--- src/rtl/mem_arb_pkg.sv ---
// rtl/mem_arb_pkg.sv - shared state, requester ids and constants for the unified memory port arbiter
package mem_arb_pkg;

    typedef enum logic [1:0] {
        IDLE  = 2'd0,
        ISSUE = 2'd1,
        WAIT  = 2'd2
    } arb_state_t;

    localparam logic       REQ_IF  = 1'b0;
    localparam logic       REQ_MEM = 1'b1;
    localparam logic [1:0] BE_ALL  = 2'b11;

    // MEM has priority unless the starvation counter forces IF through.
    function automatic logic pick_winner(input logic if_v, input logic m_v, input logic force_if);
        if (if_v && (!m_v || force_if)) begin
            return REQ_IF;
        end
        return REQ_MEM;
    endfunction

endpackage

--- src/rtl/mem_arb_starve_ctr.sv ---
// rtl/mem_arb_starve_ctr.sv - saturating count of MEM grants taken while IF waits
module mem_arb_starve_ctr
    import mem_arb_pkg::*;
#(
    parameter int MAX_IF_WAIT = 3
) (
    input  logic clk,
    input  logic rst,
    input  logic grant_mem_if_wait,
    input  logic grant_if,
    output logic force_if
);

    localparam logic [3:0] MAX_CNT = 4'(MAX_IF_WAIT);

    logic [3:0] starve_cnt;

    always_ff @(posedge clk or negedge rst) begin
        if (!rst) begin
            starve_cnt <= 4'd0;
        end else if (grant_if) begin
            starve_cnt <= 4'd0;
        end else if (grant_mem_if_wait && (starve_cnt != MAX_CNT)) begin
            starve_cnt <= starve_cnt + 4'd1;
        end
    end

    assign force_if = (starve_cnt == MAX_CNT);

endmodule

--- src/rtl/mem_port_arbiter.sv ---
// rtl/mem_port_arbiter.sv - shares one fixed-latency single-port memory between fetch and load/store
module mem_port_arbiter
    import mem_arb_pkg::*;
#(
    parameter int ADDR_W      = 16,
    parameter int DATA_W      = 16,
    parameter int LATENCY     = 1,
    parameter int MAX_IF_WAIT = 3
) (
    input  logic              clk,
    input  logic              rst,
    input  logic              if_req,
    input  logic [ADDR_W-1:0] if_addr,
    output logic              if_ack,
    output logic [DATA_W-1:0] if_rdata,
    output logic              if_stall,
    input  logic              m_req,
    input  logic              m_we,
    input  logic [1:0]        m_be,
    input  logic [ADDR_W-1:0] m_addr,
    input  logic [DATA_W-1:0] m_wdata,
    output logic              m_ack,
    output logic [DATA_W-1:0] m_rdata,
    output logic              m_stall,
    output logic              mem_en,
    output logic              mem_we,
    output logic [1:0]        mem_be,
    output logic [ADDR_W-1:0] mem_addr,
    output logic [DATA_W-1:0] mem_wdata,
    input  logic [DATA_W-1:0] mem_rdata
);

    localparam logic [2:0] LAT_INIT = 3'(LATENCY);

    arb_state_t state;
    logic [2:0] lat_cnt;
    logic       cmd_id;
    logic       if_v;
    logic       m_v;
    logic       grant;
    logic       win;
    logic       force_if;

    // A requester being acked this cycle is still holding its old request.
    assign if_v  = if_req & ~if_ack;
    assign m_v   = m_req & ~m_ack;
    assign grant = (state == IDLE) & (if_v | m_v);
    assign win   = pick_winner(if_v, m_v, force_if);

    assign if_stall = rst & if_req & ~if_ack;
    assign m_stall  = rst & m_req & ~m_ack;

    mem_arb_starve_ctr #(
        .MAX_IF_WAIT(MAX_IF_WAIT)
    ) u_starve (
        .clk              (clk),
        .rst              (rst),
        .grant_mem_if_wait(grant & (win == REQ_MEM) & if_req),
        .grant_if         (grant & (win == REQ_IF)),
        .force_if         (force_if)
    );

    always_ff @(posedge clk or negedge rst) begin
        if (!rst) begin
            state     <= IDLE;
            lat_cnt   <= 3'd0;
            cmd_id    <= REQ_IF;
            if_ack    <= 1'b0;
            m_ack     <= 1'b0;
            if_rdata  <= '0;
            m_rdata   <= '0;
            mem_en    <= 1'b0;
            mem_we    <= 1'b0;
            mem_be    <= 2'b00;
            mem_addr  <= '0;
            mem_wdata <= '0;
        end else begin
            mem_en    <= 1'b0;
            mem_we    <= 1'b0;
            mem_be    <= 2'b00;
            mem_wdata <= '0;
            if_ack    <= 1'b0;
            m_ack     <= 1'b0;
            case (state)
                IDLE: begin
                    if (grant) begin
                        cmd_id <= win;
                        state  <= ISSUE;
                        mem_en <= 1'b1;
                        if (win == REQ_IF) begin
                            mem_addr <= if_addr;
                            mem_be   <= BE_ALL;
                        end else begin
                            mem_addr  <= m_addr;
                            mem_we    <= m_we;
                            mem_be    <= m_we ? m_be : BE_ALL;
                            mem_wdata <= m_wdata;
                        end
                    end
                end
                ISSUE: begin
                    lat_cnt <= LAT_INIT;
                    state   <= WAIT;
                end
                WAIT: begin
                    lat_cnt <= lat_cnt - 3'd1;
                    if (lat_cnt == 3'd1) begin
                        state <= IDLE;
                        if (cmd_id == REQ_IF) begin
                            if_rdata <= mem_rdata;
                            if_ack   <= 1'b1;
                        end else begin
                            m_rdata <= mem_rdata;
                            m_ack   <= 1'b1;
                        end
                    end
                end
                default: state <= IDLE;
            endcase
        end
    end

endmodule

--- config.mk ---
export PLATFORM = sky130hd
export DESIGN_NAME = mem_port_arbiter
export DESIGN_NICKNAME = d
export VERILOG_FILES = /design/src/rtl/mem_arb_pkg.sv /design/src/rtl/mem_arb_starve_ctr.sv /design/src/rtl/mem_port_arbiter.sv
export SDC_FILE = /design/constraint.sdc
export NUM_CORES = 1
export LEC_CHECK = 0
export CAP_MARGIN = 15
export CORE_MARGIN = 10
export CORE_UTILIZATION = 42
export CTS_CLUSTER_DIAMETER = 200
export DETAILED_ROUTE_END_ITERATION = 12
export GPL_TIMING_DRIVEN = 1
export PLACE_DENSITY = 0.9
export SETUP_SLACK_MARGIN = 0.2
export SLEW_MARGIN = 20
export SYNTH_ARGS = -nofsm -noshare
export SYNTH_HDL_FRONTEND = slang
export SYNTH_SLANG_ARGS = --single-unit
--- constraint.sdc ---
create_clock -name clk -period 2.7 [get_ports clk]
set_clock_uncertainty 0.05 [all_clocks]
set_input_delay 0.405 -clock clk [delete_from_list [all_inputs] [get_ports clk]]
set_output_delay 0.405 -clock clk [all_outputs]
set_load 0.02 [all_outputs]
==> impl_metrics.ini <==
[status]
status = completed

[clock_tree]
clk_latency_ns = 0.33
cts_max_path_buffers = 2
cts.sinks = 80
clk_pin_slew_worst_paths_ns = 0.08
cts_tree = yes
h-tree-depth = 3
cts.repair.resized = 0
postCtsSetupBuffers = 0
cts_root_buf = clkbuf_8
numCtsBuffers = 9

[worst_setup_path]
critPathKind = input pin to output port
crit_chain = clkdlybuf4s50_1 > nor2b_1 > and2_1 > clkdlybuf4s50_1
path_delay_family = buffers and inverters
cp-start-kind = input pin
end_kind = output port
worstPathArrival_ns = 1.94
path_common_cell = clkdlybuf4s50_1
cp_max_fo = 4
max_stage_delay_ns = 0.63
cp_slowest_cell = clkdlybuf4s50_1
cp.depth = 4
r2r_cells = 4
required_ns = 2.25
crit_buf_inv = 2

[sta]
hold_viol = 0
grt_setup_unrepaired = false
fmax_mhz = 418
setup-violations-final = 0
fin_crit_sh = 0.887
slew_viol_final = 0
relSlewSlack = 0.634
tns_ns = 0
worst_pin_slew_ns = 0.548
period_minus_slack_ns = 2.39

[drt]
drt-initial-drc-count = 70
routed_wl_mm = 9.43
via_count = 2605
routedWlPerCell_um = 18.5
ant_nets = 0
via_per_inst = 5.12
dr.pass1.iters = 4
drcViolationCount = 0

[global_route]
grt.overflow.total = 0
grt_first_pass_wirelength_mm = 14.6
antenna_found_initial = 0
grt_max_degree = 43
grt_pass1_vias = 2795
grt_util_all_layers = 0.155

[synthesis]
ys_types = 33
synth_cells = 253
syn_area_mm2 = 0.00332
ys.flop_type = dfrtp_1
synth_warnings = 0
ys_seq_elements = 80
async_flop_share = 1.00
synth_edf_count = 0
avgSynthCellArea_um2 = 13.1
synthTopCellsByArea = dfrtp_1 60%, mux2_2 11%, a221o_1 4.8%, a211oi_1 3.6%, and2_1 3.6%
synth_area_leader_cell = dfrtp_1
synth_top_area_frac = 0.602
synth_nets = 330
ys_seq_area_frac = 0.602

[die]
die-area_mm2 = 0.0119
start_util = 0.430
row_count = 32
coreArea_mm2 = 0.00773
num_io_pins = 143
die_x_um = 109
fp.dieH_um = 109

[worst_hold_path]
hp-class = input pin to asynchronous set/reset pin

[final_layout]
drive_gt1_frac = 0.147
final_common_cell = clkdlybuf4s50_1
stdcell_count = 509
area_growth_pct = 53.3
diodes = 0
fin_nets = 479
final_cell_mix = 141 x clkdlybuf4s50_1, 80 x dfrtp_1, 33 x mux2_2
final_area_mm2 = 0.00510

[placed_design]
hpwlAfterDp_mm = 7.27
dp.cells = 492
place_area_mm2 = 0.00486
gp_congestion = 0.824
port_buffers = 142

[power_and_ir_drop]
power.total_mw = 5.69
p_leak_nw = 2.21
p_per_area_mw_per_mm2 = 1120
peakVddDrop_mv = 0.647

[flow_run]
maxCapViolCount = 0
==> cell usage after synthesis, types with 2 or more instances <==
cell type,count
a211oi_1,16
a21oi_1,4
a221o_1,16
a22o_1,2
a31oi_1,2
and2_1,19
buf_2,2
buf_6,3
clkbuf_1,7
dfrtp_1,80
ha_1,6
inv_1,25
mux2_2,33
nand2_1,3
nand2b_1,3
nand3_1,3
nand3b_1,3
nand4b_1,3
nor2b_1,2
o211ai_1,2
o21ai_0,7
==> worst paths after layout <==
| kind | startpoint | to | slack, ns |
|---|---|---|---|
| worst max-delay path | m_req | m_stall | 0.31 |
| worst min-delay path | rst | mem_addr[0] | 0.40 |
| worst max register to register | u_starve.starve_cnt[0] | mem_addr[12] | 0.73 |
| worst min register to register | cmd_id | if_ack | 0.45 |
| max in group asynchronous | rst | mem_en | 1.49 |
| min in group clk | cmd_id | if_ack | 0.45 |
==> sequential cells by signal, indices dropped and copies added (netlist names), 2 cells and up <==
| name | flops |
|---|---|
| m_rdata | 16 |
| u_starve.starve_cnt | 4 |
| mem_addr | 16 |
| lat_cnt | 3 |
| mem_wdata | 16 |
| if_rdata | 16 |
| mem_be | 2 |
| state | 2 |
==> cell type report <==
type,count,area [um^2]
fill,566,2630
clock buffer,10,138
multi-input combinational,135,1150
inverter,25,93.8
sequential,80,2000
clock inverter,6,92.6
timing repair buffer,151,1490
tap,102,128
==> worst reg2reg max path, stage by stage (launching register included) <==
cell and delay, ns:
dfrtp_1 0.39, ha_1 0.21, or3b_1 0.40, o211a_4 0.38, a221o_1 0.41
==> cell families (layout without fill, tap and decap cells) <==
| group | Yosys count | count (layout) | share of synthesized area |
|---|---|---|---|
| flops | 80 | 80 | 0.602 |
| compound gates | 52 | 52 | 0.125 |
| simple gates | 43 | 43 | 0.0854 |
| buf+inv | 38 | 192 | 0.0504 |
| mux | 34 | 34 | 0.115 |
| fa+ha+maj | 6 | 6 | 0.0226 |
==> routing by layer <==
metal,track usage,share of wire,vias up
li1,-,-,1201
met1,0.179,0.40,1283
met2,0.254,0.47,116
met3,0.0861,0.13,5
met4,0.0245,0.0049,0
met5,0,0,-
==> power by group <==
group	switching, mW	internal (mW)	leakage, nW
clock network	0.434	0.549	0.109
logic	1.35	1.40	1.10
registers	0.260	1.69	0.995
total	2.05	3.64	2.21
==> metrics by stage <==
step	hold slack [ns]	utilization	setup slack, ns
after floorplan	0.0594	-	0.676
after global placement	0.154	0.629	0.340
after detailed placement	0.156	0.629	0.287
after CTS	0.359	0.660	0.288
after global routing	0.369	0.660	0.250
final	0.399	0.660	0.306
==> what timing repair did <==
| action | in CTS | in global routing |
|---|---|---|
| endpoints found under the hold margin | 2 | 0 |
| hold buffers | 1 | 0 |
| endpoints found under the setup margin | 0 | 0 |
Note: power is estimated with default switching activity, not from simulation.
